### config.mk
export PLATFORM = sky130hd
export DESIGN_NAME = servo_pwm_decoder
export DESIGN_NICKNAME = d
export VERILOG_FILES = /design/src/rtl/servo_pwm_decoder.sv
export SDC_FILE = /design/constraint.sdc
export NUM_CORES = 1
export LEC_CHECK = 0
export ABC_AREA = 1
export CAP_MARGIN = 30
export CORE_MARGIN = 4
export CORE_UTILIZATION = 30
export CTS_BUF_LIST = sky130_fd_sc_hd__clkbuf_8 sky130_fd_sc_hd__clkbuf_16
export CTS_CLUSTER_DIAMETER = 200
export DETAILED_ROUTE_END_ITERATION = 10
export PLACE_DENSITY = 0.52
export SLEW_MARGIN = 20
export SYNTH_ARGS = -nofsm -noshare
export SYNTH_HDL_FRONTEND = slang
export SYNTH_SLANG_ARGS = --single-unit
### constraint.sdc
create_clock -name clk_i -period 3.7 [get_ports clk_i]
set_input_delay 0.555 -clock clk_i [delete_from_list [all_inputs] [get_ports clk_i]]
set_output_delay 0.555 -clock clk_i [all_outputs]
set_load 0.01 [all_outputs]
### src/rtl/servo_pwm_decoder.sv
// Servo PWM pulse-width decoder: measures the high time of servo_in_i, maps it to an 8-bit position,
// and flags over-long pulses and loss of lock. Optional glitch filter: SERVO_DEC_FILTER_EN.
module servo_pwm_decoder #(
  parameter int unsigned PULSE_MIN = 6000,
  parameter int unsigned STEP      = 94,
  parameter int unsigned PULSE_MAX = 36000,
  parameter int unsigned TIMEOUT   = 360000
) (
  input  logic       clk_i,
  input  logic       rst_i,
  input  logic       servo_in_i,
  output logic [7:0] position_o,
  output logic       valid_o,
  output logic       err_o,
  output logic       locked_o
);

  localparam int unsigned CntMax = (PULSE_MAX > TIMEOUT) ? PULSE_MAX : TIMEOUT;
  localparam int unsigned CntW   = $clog2(CntMax + 1);
  localparam int unsigned PscW   = (STEP > 1) ? $clog2(STEP) : 1;

  localparam logic [CntW-1:0] PulseMinC = CntW'(PULSE_MIN);
  localparam logic [CntW-1:0] PulseMaxC = CntW'(PULSE_MAX);
  localparam logic [CntW-1:0] TimeoutC  = CntW'(TIMEOUT);
  localparam logic [PscW-1:0] PscLastC  = PscW'(STEP - 1);

  typedef enum logic [1:0] {
    StIdle,
    StOffset,
    StMeasure,
    StWaitLow
  } state_e;

  state_e          state_q, state_d;
  logic [1:0]      sync_q;
  logic            s_in;
  logic            s_prev_q;
  logic            rise, fall;
  logic [2:0]      prime_q;
  logic            primed;
  logic [CntW-1:0] width_q, width_d;
  logic [CntW-1:0] tmo_q, tmo_d;
  logic [PscW-1:0] psc_q, psc_d;
  logic [7:0]      step_q, step_d;
  logic [7:0]      pos_q, pos_d;
  logic            valid_q, valid_d;
  logic            err_q, err_d;
  logic            locked_q, locked_d;

  always_ff @(posedge clk_i or posedge rst_i) begin
    if (rst_i) begin
      sync_q <= 2'b00;
    end else begin
      sync_q <= {sync_q[0], servo_in_i};
    end
  end

`ifdef SERVO_DEC_FILTER_EN
  logic [1:0] fcnt_q, fcnt_d;
  logic       filt_q;

  // The 4th consecutive differing sample is passed through combinationally: 3 clocks of latency.
  always_comb begin
    s_in   = filt_q;
    fcnt_d = 2'd0;
    if (sync_q[1] != filt_q) begin
      if (fcnt_q == 2'd3) begin
        s_in = sync_q[1];
      end else begin
        fcnt_d = fcnt_q + 2'd1;
      end
    end
  end

  always_ff @(posedge clk_i or posedge rst_i) begin
    if (rst_i) begin
      fcnt_q <= 2'd0;
      filt_q <= 1'b0;
    end else begin
      fcnt_q <= fcnt_d;
      filt_q <= s_in;
    end
  end
`else
  assign s_in = sync_q[1];
`endif

  assign rise   = s_in & ~s_prev_q;
  assign fall   = ~s_in & s_prev_q;
  // Synchronizer and filter are not trustworthy until a few clocks after reset.
  assign primed = &prime_q;

  always_comb begin
    state_d  = state_q;
    width_d  = width_q;
    psc_d    = psc_q;
    step_d   = step_q;
    pos_d    = pos_q;
    valid_d  = 1'b0;
    err_d    = 1'b0;
    tmo_d    = tmo_q;
    locked_d = locked_q;

    case (state_q)
      StIdle: begin
        if (rise) begin
          // The edge cycle is itself the first high clock.
          width_d = CntW'(1);
          psc_d   = '0;
          step_d  = 8'd0;
          state_d = StOffset;
        end
      end
      StOffset: begin
        if (fall) begin
          pos_d   = 8'd0;
          valid_d = 1'b1;
          state_d = StIdle;
        end else begin
          width_d = width_q + CntW'(1);
          if (width_d == PulseMaxC) begin
            err_d   = 1'b1;
            state_d = StWaitLow;
          end else if (width_d == PulseMinC) begin
            state_d = StMeasure;
          end
        end
      end
      StMeasure: begin
        if (fall) begin
          pos_d   = step_q;
          valid_d = 1'b1;
          state_d = StIdle;
        end else begin
          width_d = width_q + CntW'(1);
          if (width_d == PulseMaxC) begin
            err_d   = 1'b1;
            state_d = StWaitLow;
          end else if (psc_q == PscLastC) begin
            psc_d = '0;
            if (step_q != 8'd255) begin
              step_d = step_q + 8'd1;
            end
          end else begin
            psc_d = psc_q + PscW'(1);
          end
        end
      end
      StWaitLow: begin
        if (!s_in && primed) begin
          state_d = StIdle;
        end
      end
      default: state_d = StWaitLow;
    endcase

    if (valid_d) begin
      tmo_d    = '0;
      locked_d = 1'b1;
    end else begin
      if (tmo_q != TimeoutC) begin
        tmo_d = tmo_q + CntW'(1);
      end
      if (tmo_d == TimeoutC || err_d) begin
        locked_d = 1'b0;
      end
    end
  end

  always_ff @(posedge clk_i or posedge rst_i) begin
    if (rst_i) begin
      state_q  <= StWaitLow;
      s_prev_q <= 1'b0;
      prime_q  <= 3'd0;
      width_q  <= '0;
      psc_q    <= '0;
      step_q   <= 8'd0;
      tmo_q    <= '0;
      pos_q    <= 8'd0;
      valid_q  <= 1'b0;
      err_q    <= 1'b0;
      locked_q <= 1'b0;
    end else begin
      state_q  <= state_d;
      s_prev_q <= s_in;
      if (!primed) begin
        prime_q <= prime_q + 3'd1;
      end
      width_q  <= width_d;
      psc_q    <= psc_d;
      step_q   <= step_d;
      tmo_q    <= tmo_d;
      pos_q    <= pos_d;
      valid_q  <= valid_d;
      err_q    <= err_d;
      locked_q <= locked_d;
    end
  end

  assign position_o = pos_q;
  assign valid_o    = valid_q;
  assign err_o      = err_q;
  assign locked_o   = locked_q;

endmodule

==> summary.txt, run 1 <==
Finish
  – Share of cells above drive strength 1: roughly 10%
  – Final instance area: around 5000 µm²
  – Antenna Cells: 0
  – Synth-to-layout area growth: 14.87%
  – Nets: 613
  – Final core utilization: between 30% and 40%
  – Fin cells: roughly 800
  – Fillers: between 1k and 1.5k

Timing
  – Total negative slack: 0 ps
  – Clock skew: about 9 ps
  – Final hold slack: 370.2 ps
  – Final period util: between 70% and 80%
  – Final hold violations: 0
  – Final Slew Violations: 0
  – Tmin final: around 2600 ps
  – Setup Viol. Count Final: 0
  – Post-route setup slack: about 1100 ps
  – F_max: 0.3816 GHz
  – Worst Max-Slew Pin Slew: roughly 700 ps
  – Slew margin rel.: 52.71%
  – RSZ-0062 raised after global routing: no

Clock tree
  – Post-cts hold buffer count: 0
  – Clock latency on the worst-skew pair: approximately 340 ps
  – H-tree Lvls: 3
  – CTS clk-pin slew, worst paths: approximately 50 ps
  – Number of post-CTS setup repair buffers: 0
  – Root Driver: clkbuf_16
  – CTS Buffer Depth: 2
  – CTS Sinks: just over 70
  – Number of buffers created by CTS: 9
  – CTS tree: done
  – Post-CTS resize count: 0

Route
  – Residual DRC: 0
  – Drt pass-1 iters: 5
  – 1st-iter DRT viols: about 200
  – Total wire length: just over 9000 µm
  – WL/cell: ~12 µm
  – Vias: 3629
  – DR vias/cell: ~4.6
  – Antenna viol nets, final: 0

Placement
  – Pre-CTS setup slack: approximately 1100 ps
  – Dpl hpwl: around 7000 µm
  – Port bufs: 13
  – Placed inst area: approximately 4700 µm²
  – Global placer's final weighted congestion: approximately 0.87
  – Placed Cells: 766

Power
  – Comb power frac: approximately 28%
  – Switching Fraction: between 30% and 40%
  – P_int: 1.617 mW
  – Total power: 2.509 mW
  – Flop pwr share: between 30 and 40%
  – Clock share of power: between 30% and 40%
  – Peak VDD IR: approximately 0.27 mV
  – Cell Pwr Density: roughly 500 nW/µm²
  – LEAKAGE: 2.251 nW
  – Psw: 0.8919 mW

Logic synthesis
  – FFs w/ async S/R, synth: 100.0%
  – Average size of a mapped cell: between 7 and 8 µm²
  – Syn_nets: 593
  – Most frequent cell after synthesis: nand2_1
  – Mux share of post-synthesis cell area: 0%
  – Synth cell count leaders: 144 x nand2_1, 80 x nor2_1, 74 x inv_1
  – Top cell type's share of synthesized area: 40.18%
  – Largest family of logic cells by synthesized area: simple AND/OR/NAND/NOR gates
  – Synth Flop Type: dfrtp_1
  – Adder-cell share of the synthesized area: under 10%
  – Distinct cells, synth: 35
  – Yosys warning count: 0
  – Syn Inst Count: 577
  – Simple-gate share of the synthesized area: 34.53%
  – Compound-cell area share of the yosys netlist: under 10%
  – Mapped Area: ~4400 µm²
  – Register area share after synthesis: between 40% and 50%
  – Number of synthesized flops with an enable pin: 0
  – Seq cells post-synth: 72
  – Post-synth top area cell: dfrtp_1
  – Xor and xnor area share after synthesis: under 10%
  – Synth top area cells: dfrtp_1 40%, nand2_1 12%, nor2_1 6.9%

GRT
  – Vias in the first global route: about 3.5k
  – GRT Residual Overflow: 0
  – Gr usage total: roughly 12%
  – Initial antenna violation count: 0
  – First-pass GRT wire length: ~16000 µm
  – Largest net degree at the start of global routing: 42

Floorplanning
  – Chip width: ~130 µm
  – Die Y: between 100 and 150 µm
  – CORE AREA: approximately 14000 µm²
  – Cell row count: 43
  – DIE AREA: between 15000 and 20000 µm²
  – I/O pin cnt: 14
  – Starting density of the core: between 30% and 40%

Hold path
  – Min-delay src: sync_q[0]
  – Hold Path Class: reg2reg

Setup path
  – Crit Path Category: reg2reg
  – CP peak stage delay: ~600 ps
  – Crit-path cells: ha_1 -> inv_1 -> a41oi_1 -> a31o_2 -> clkinv_1 -> nand3_2 -> nand2_1 -> nand2_1
  – Req. time, crit path: 3970 ps
  – Critical path origin: state_q[1]
  – CP max-delay cell: a41oi_1
  – Buf/Inv on CP: 2
  – Worst EP arrival: slightly below 3000 ps
  – CP Capture Type: flip-flop
  – Worst-path fanout max: 12
  – Crit start category: flip-flop
  – Crit path max-delay family: compound AO/OA/AOI/OAI gates
  – Critical R2R Launch: state_q[1]
  – CP most frequent cell: nand2_1

Status
  – Status: completed

Job
  – Max-Cap Viols: 0
path summary, 6_finish.rpt:
kind,endpoint,slack (ps),depth (start not counted)
setup / recovery,step_q[5],1080,8
hold / removal,sync_q[1],370,0
setup reg to reg,step_q[5],1080,8
min in group asynchronous,valid_o,650,2
max in group asynchronous,prime_q[0],2390,3
hold reg to reg,sync_q[1],370,0
flip-flops by register name, summed over array words and instances, names as in the netlist:
name and cells:
sync_q 2, state_q 2, err_o 1, width_q 19, s_prev_q 1, step_q 8, prime_q 3, psc_q 7
position_o 8, valid_o 1, tmo_q 19, locked_o 1
per-layer routing:
metal | vias up | track usage, % | routed length [µm]
li1 | 1898 | - | -
met1 | 1666 | 15.94 | 4445
met2 | 55 | 19.46 | 4341
met3 | 10 | 3.487 | 381
met4 | 0 | 4.262 | 146
met5 | - | 0 | 0
cells by family (layout without fill, tap and decap cells):
logic type      Yosys count  in the layout
simple gates            327            327
buf+inv                  86            111
flops                    72             72
compound gates           58             58
xor+xnor                 21             21
fa+ha+maj                13             13
power by group through the flow:
stage	Sequential (mW)	Clock, mW	Combinational, mW
global route	0.952	0.940	0.793
floorplan	0.934	0	0.572
CTS	0.940	0.904	0.706
finish	0.941	0.872	0.697
global placement	0.947	0	0.694
detailed placement	0.954	0	0.704
layout by cell type (no fill, tap or decap), types with 2 or more instances in the layout:
master / n
nand2_1: 144
nor2_1: 80
inv_1: 75
dfrtp_1: 70
nand3_1: 37
o21ai_0: 28
nand4_1: 20
xor2_1: 16
nor3_1: 16
ha_1: 13
clkdlybuf4s50_1: 13
o22ai_1: 11
clkbuf_16: 9
nand2_2: 8
a21oi_1: 8
o21ai_2: 7
nor2_2: 6
nor2_4: 5
nand3_2: 4
clkinv_1: 3
clkinv_2: 3
xnor2_1: 3
inv_2: 2
xor2_2: 2
nand2_8: 2
clkbuf_8: 2
buf_4: 2
dfstp_2: 2
final cells by class:
cell class / count / area [µm²] / area share, %
repair buffers: 16 / 165.2 / 3.298
clock inverters: 5 / 47.55 / 0.9495
clock buffers: 11 / 252.7 / 5.047
inverters: 79 / 297.8 / 5.947
flip-flops and latches: 72 / 1804 / 36.03
multi-input cells: 419 / 2215 / 44.23
well taps: 180 / 225.2 / 4.498
Power figures use the tool's default switching activity.
==> run 2: changes to the inputs <==
--- a/config.mk
+++ b/config.mk
@@ -12,7 +12,7 @@
 export CTS_BUF_LIST = sky130_fd_sc_hd__clkbuf_8 sky130_fd_sc_hd__clkbuf_16
 export CTS_CLUSTER_DIAMETER = 200
 export DETAILED_ROUTE_END_ITERATION = 10
-export PLACE_DENSITY = 0.52
+export PLACE_DENSITY = 0.53
 export SLEW_MARGIN = 20
 export SYNTH_ARGS = -nofsm -noshare
 export SYNTH_HDL_FRONTEND = slang
==> constraint.sdc (replaced) <==
create_clock -name clk_i -period 2.3 [get_ports clk_i]
set_input_delay 0.345 -clock clk_i [delete_from_list [all_inputs] [get_ports clk_i]]
set_output_delay 0.345 -clock clk_i [all_outputs]
set_load 0.01 [all_outputs]
==> summary.txt, run 2 (synthesis gave the netlist of run 1 again) <==
GRT
  – Vias in the first global route: 3616 (was 3497)
  – Gr usage total: 12.58% (was 12.21%)
  – GRT Residual Overflow: 0 (unchanged)
  – Initial antenna violation count: 0 (unchanged)
  – Largest net degree at the start of global routing: 73 (was 42)
  – First-pass GRT wire length: 16890 µm (was 16450 µm)

Route
  – WL met1: 4676 µm (was 4445 µm)
  – Top Metal Used: met4 (unchanged)
  – 1st-iter DRT viols: 221 (was 195)
  – DR vias/cell: 4.672 (was 4.641)
  – Vias: 3691 (was 3629)
  – Total wire length: 9570 µm (was 9315 µm)
  – Antenna viol nets, final: 0 (unchanged)
  – Residual DRC: 0 (unchanged)
  – WL/cell: 12.11 µm (was 11.91 µm)
  – DR WL met3: 200 µm (was 381 µm)
  – Drt pass-1 iters: 7 (was 5)
  – DR WL met2: 4471 µm (was 4341 µm)

Timing
  – Final Slew Violations: 0 (unchanged)
  – Final hold slack: 349.4 ps (was 370.2 ps)
  – Clock skew: 9.609 ps (was 9.198 ps)
  – F_max: 0.4725 GHz (was 0.3816 GHz)
  – Tmin final: 2116 ps (was 2621 ps)
  – Slew margin rel.: 61.58% (was 52.71%)
  – Final period util: 92.02% (was 70.83%)
  – Worst Max-Slew Pin Slew: 574.2 ps (was 700.1 ps)
  – Setup Viol. Count Final: 0 (unchanged)
  – Final hold violations: 0 (unchanged)

Setup path
  – Crit-path cells: nand2_1 -> nor2_1 -> nand2_1 -> nor2_2 -> xor2_2 -> nor2_4 -> nand3_4 -> nand2_4 -> nand2_8 -> nand3_2 -> nand2_1 -> nand2_1 (was ha_1 -> inv_1 -> a41oi_1 -> a31o_2 -> clkinv_1 -> nand3_2 -> nand2_1 -> nand2_1)
  – Buf/Inv on CP: 0 (was 2)
  – Req. time, crit path: 2530 ps (was 3970 ps)
  – CP Capture Type: flip-flop (unchanged)
  – Crit Path Category: reg2reg (unchanged)
  – Worst-path fanout max: 10 (was 12)
  – Crit path max-delay family: simple AND/OR/NAND/NOR gates (was compound AO/OA/AOI/OAI gates)
  – CP max-delay cell: dfrtp_1 (was a41oi_1)
  – CP peak stage delay: 460 ps (was 600 ps)
  – Crit start category: flip-flop (unchanged)
  – CP most frequent cell: nand2_1 (unchanged)
  – Worst EP arrival: 2350 ps (was 2890 ps)

Floorplanning
  – Chip width: 128.5 µm (unchanged)
  – Die Y: 128.5 µm (unchanged)
  – Cell row count: 43 (unchanged)
  – I/O pin cnt: 14 (unchanged)
  – DIE AREA: 16520 µm² (unchanged)
  – Starting density of the core: 31.04% (unchanged)
  – CORE AREA: 14040 µm² (unchanged)

Clock tree
  – CTS Sinks: 72 (unchanged)
  – Post-cts hold buffer count: 0 (unchanged)
  – Clock latency on the worst-skew pair: 350 ps (was 340 ps)
  – H-tree Lvls: 3 (unchanged)
  – CTS tree: done (unchanged)
  – Root Driver: clkbuf_16 (unchanged)
  – CTS Buffer Depth: 2 (unchanged)
  – CTS clk-pin slew, worst paths: 60 ps (was 50 ps)
  – Number of buffers created by CTS: 9 (unchanged)

Power
  – Peak VDD IR: 0.4641 mV (was 0.2749 mV)
  – Flop pwr share: 36.0% (was 37.5%)
  – Comb power frac: 28.6% (was 27.8%)
  – Clock share of power: 35.4% (was 34.8%)
  – Psw: 1.496 mW (was 0.8919 mW)
  – P_int: 2.712 mW (was 1.617 mW)
  – Cell Pwr Density: 823.3 nW/µm² (was 501.1 nW/µm²)
  – Switching Fraction: 35.56% (was 35.54%)
  – LEAKAGE: 2.292 nW (was 2.251 nW)

Finish
  – Synth-to-layout area growth: 17.25% (was 14.87%)
  – Nets: 621 (was 613)
  – Fin cells: 790 (was 782)
  – Antenna Cells: 0 (unchanged)
  – Commonest non-fill, non-tap cell in the layout: nand2_1 (unchanged)
  – Largest regs: tmo_q x19, width_q x19 (unchanged)
  – Most frequent cells in the layout: 144 x nand2_1, 80 x nor2_1, 75 x inv_1 (unchanged)
  – Share of cells above drive strength 1: 11.80% (was 9.967%)

Job
  – Max-Cap Viols: 0 (unchanged)

Placement
  – Global placer's final weighted congestion: 0.8509 (was 0.8693)
  – Dpl hpwl: 6949 µm (was 6935 µm)
  – Placed Cells: 773 (was 766)
  – Port bufs: 13 (unchanged)

Hold path
  – Hold Path Class: reg2reg (unchanged)

Status
  – Status: completed (unchanged)
[run 2: changes by cell type in the layout (fill, tap and decap cells not counted), sizes merged]
| cell | previous run | this run |
|---|---|---|
| buf | 3 | 11 |
| clkbuf | 11 | 9 |
| bufinv | 1 | 2 |
| clkinvlp | 0 | 1 |
[run 2: path summary, 6_finish.rpt]
check,from,to,slack [ps],cells after the start
max in group asynchronous,rst_i,state_q[0],1560,3
worst min register to register,sync_q[0],sync_q[1],350,0
worst max register to register,width_q[11],step_q[4],180,12
worst max-delay path,width_q[11],step_q[4],180,12
min in group asynchronous,rst_i,tmo_q[2],400,3
worst min-delay path,sync_q[0],sync_q[1],350,0
[run 2: metal layers]
layer	track usage, %	up-vias
met3	2.159	14
met1	16.27	1726
li1	-	1903
met5	0	-
met4	6.733	0
met2	20.10	48
[run 2: power by group through the flow]
stage               sequential, mW  clock, mW  combinational (mW)
finish                        1.52       1.49                1.20
global placement              1.53          0                1.18
detailed placement            1.53          0                1.19
floorplan                     1.50          0               0.920
global route                  1.53       1.58                1.36
CTS                           1.51       1.54                1.20
[run 2: final cells by class]
class,count,area [µm²]
clock buffer,9,225.2
clock inverter,7,88.84
fill,1441,8931
inverter,79,297.8
multi-input combinational,419,2243
sequential,72,1805
tap,180,225.2
timing repair buffer,24,225.2
[run 2: per-stage QoR]
step / setup TNS (ps) / util, % / instance area (µm²) / power [mW] / worst slack [ps]
global placement: 0 / 33.89 / 4760 / 2.705 / 148.9
global route: -3.823 / 36.40 / 5111 / 4.476 / -3.823
floorplan: 0 / - / 4359 / 2.422 / 133.4
detailed placement: 0 / 33.89 / 4760 / 2.724 / 104.7
finish: 0 / 36.40 / 5111 / 4.208 / 183.6
CTS: 0 / 36.13 / 5074 / 4.243 / 95.97
[run 2: repair_timing]
item | 4_1_cts | 5_1_grt
buffers inserted | 0 | 1
setup endpoints to repair | 0 | 17
gates resized for setup | 0 | 6
[run 2: worst reg2reg max path: stages, from the launching register on]
cell     delay, ps
dfrtp_1        460
nand2_1        140
nor2_1         260
nand2_1        120
nor2_2         160
xor2_2         210
nor2_4          80
nand3_4         90
nand2_4         70
nand2_8        110
nand3_2        160
nand2_1        100
nand2_1         50
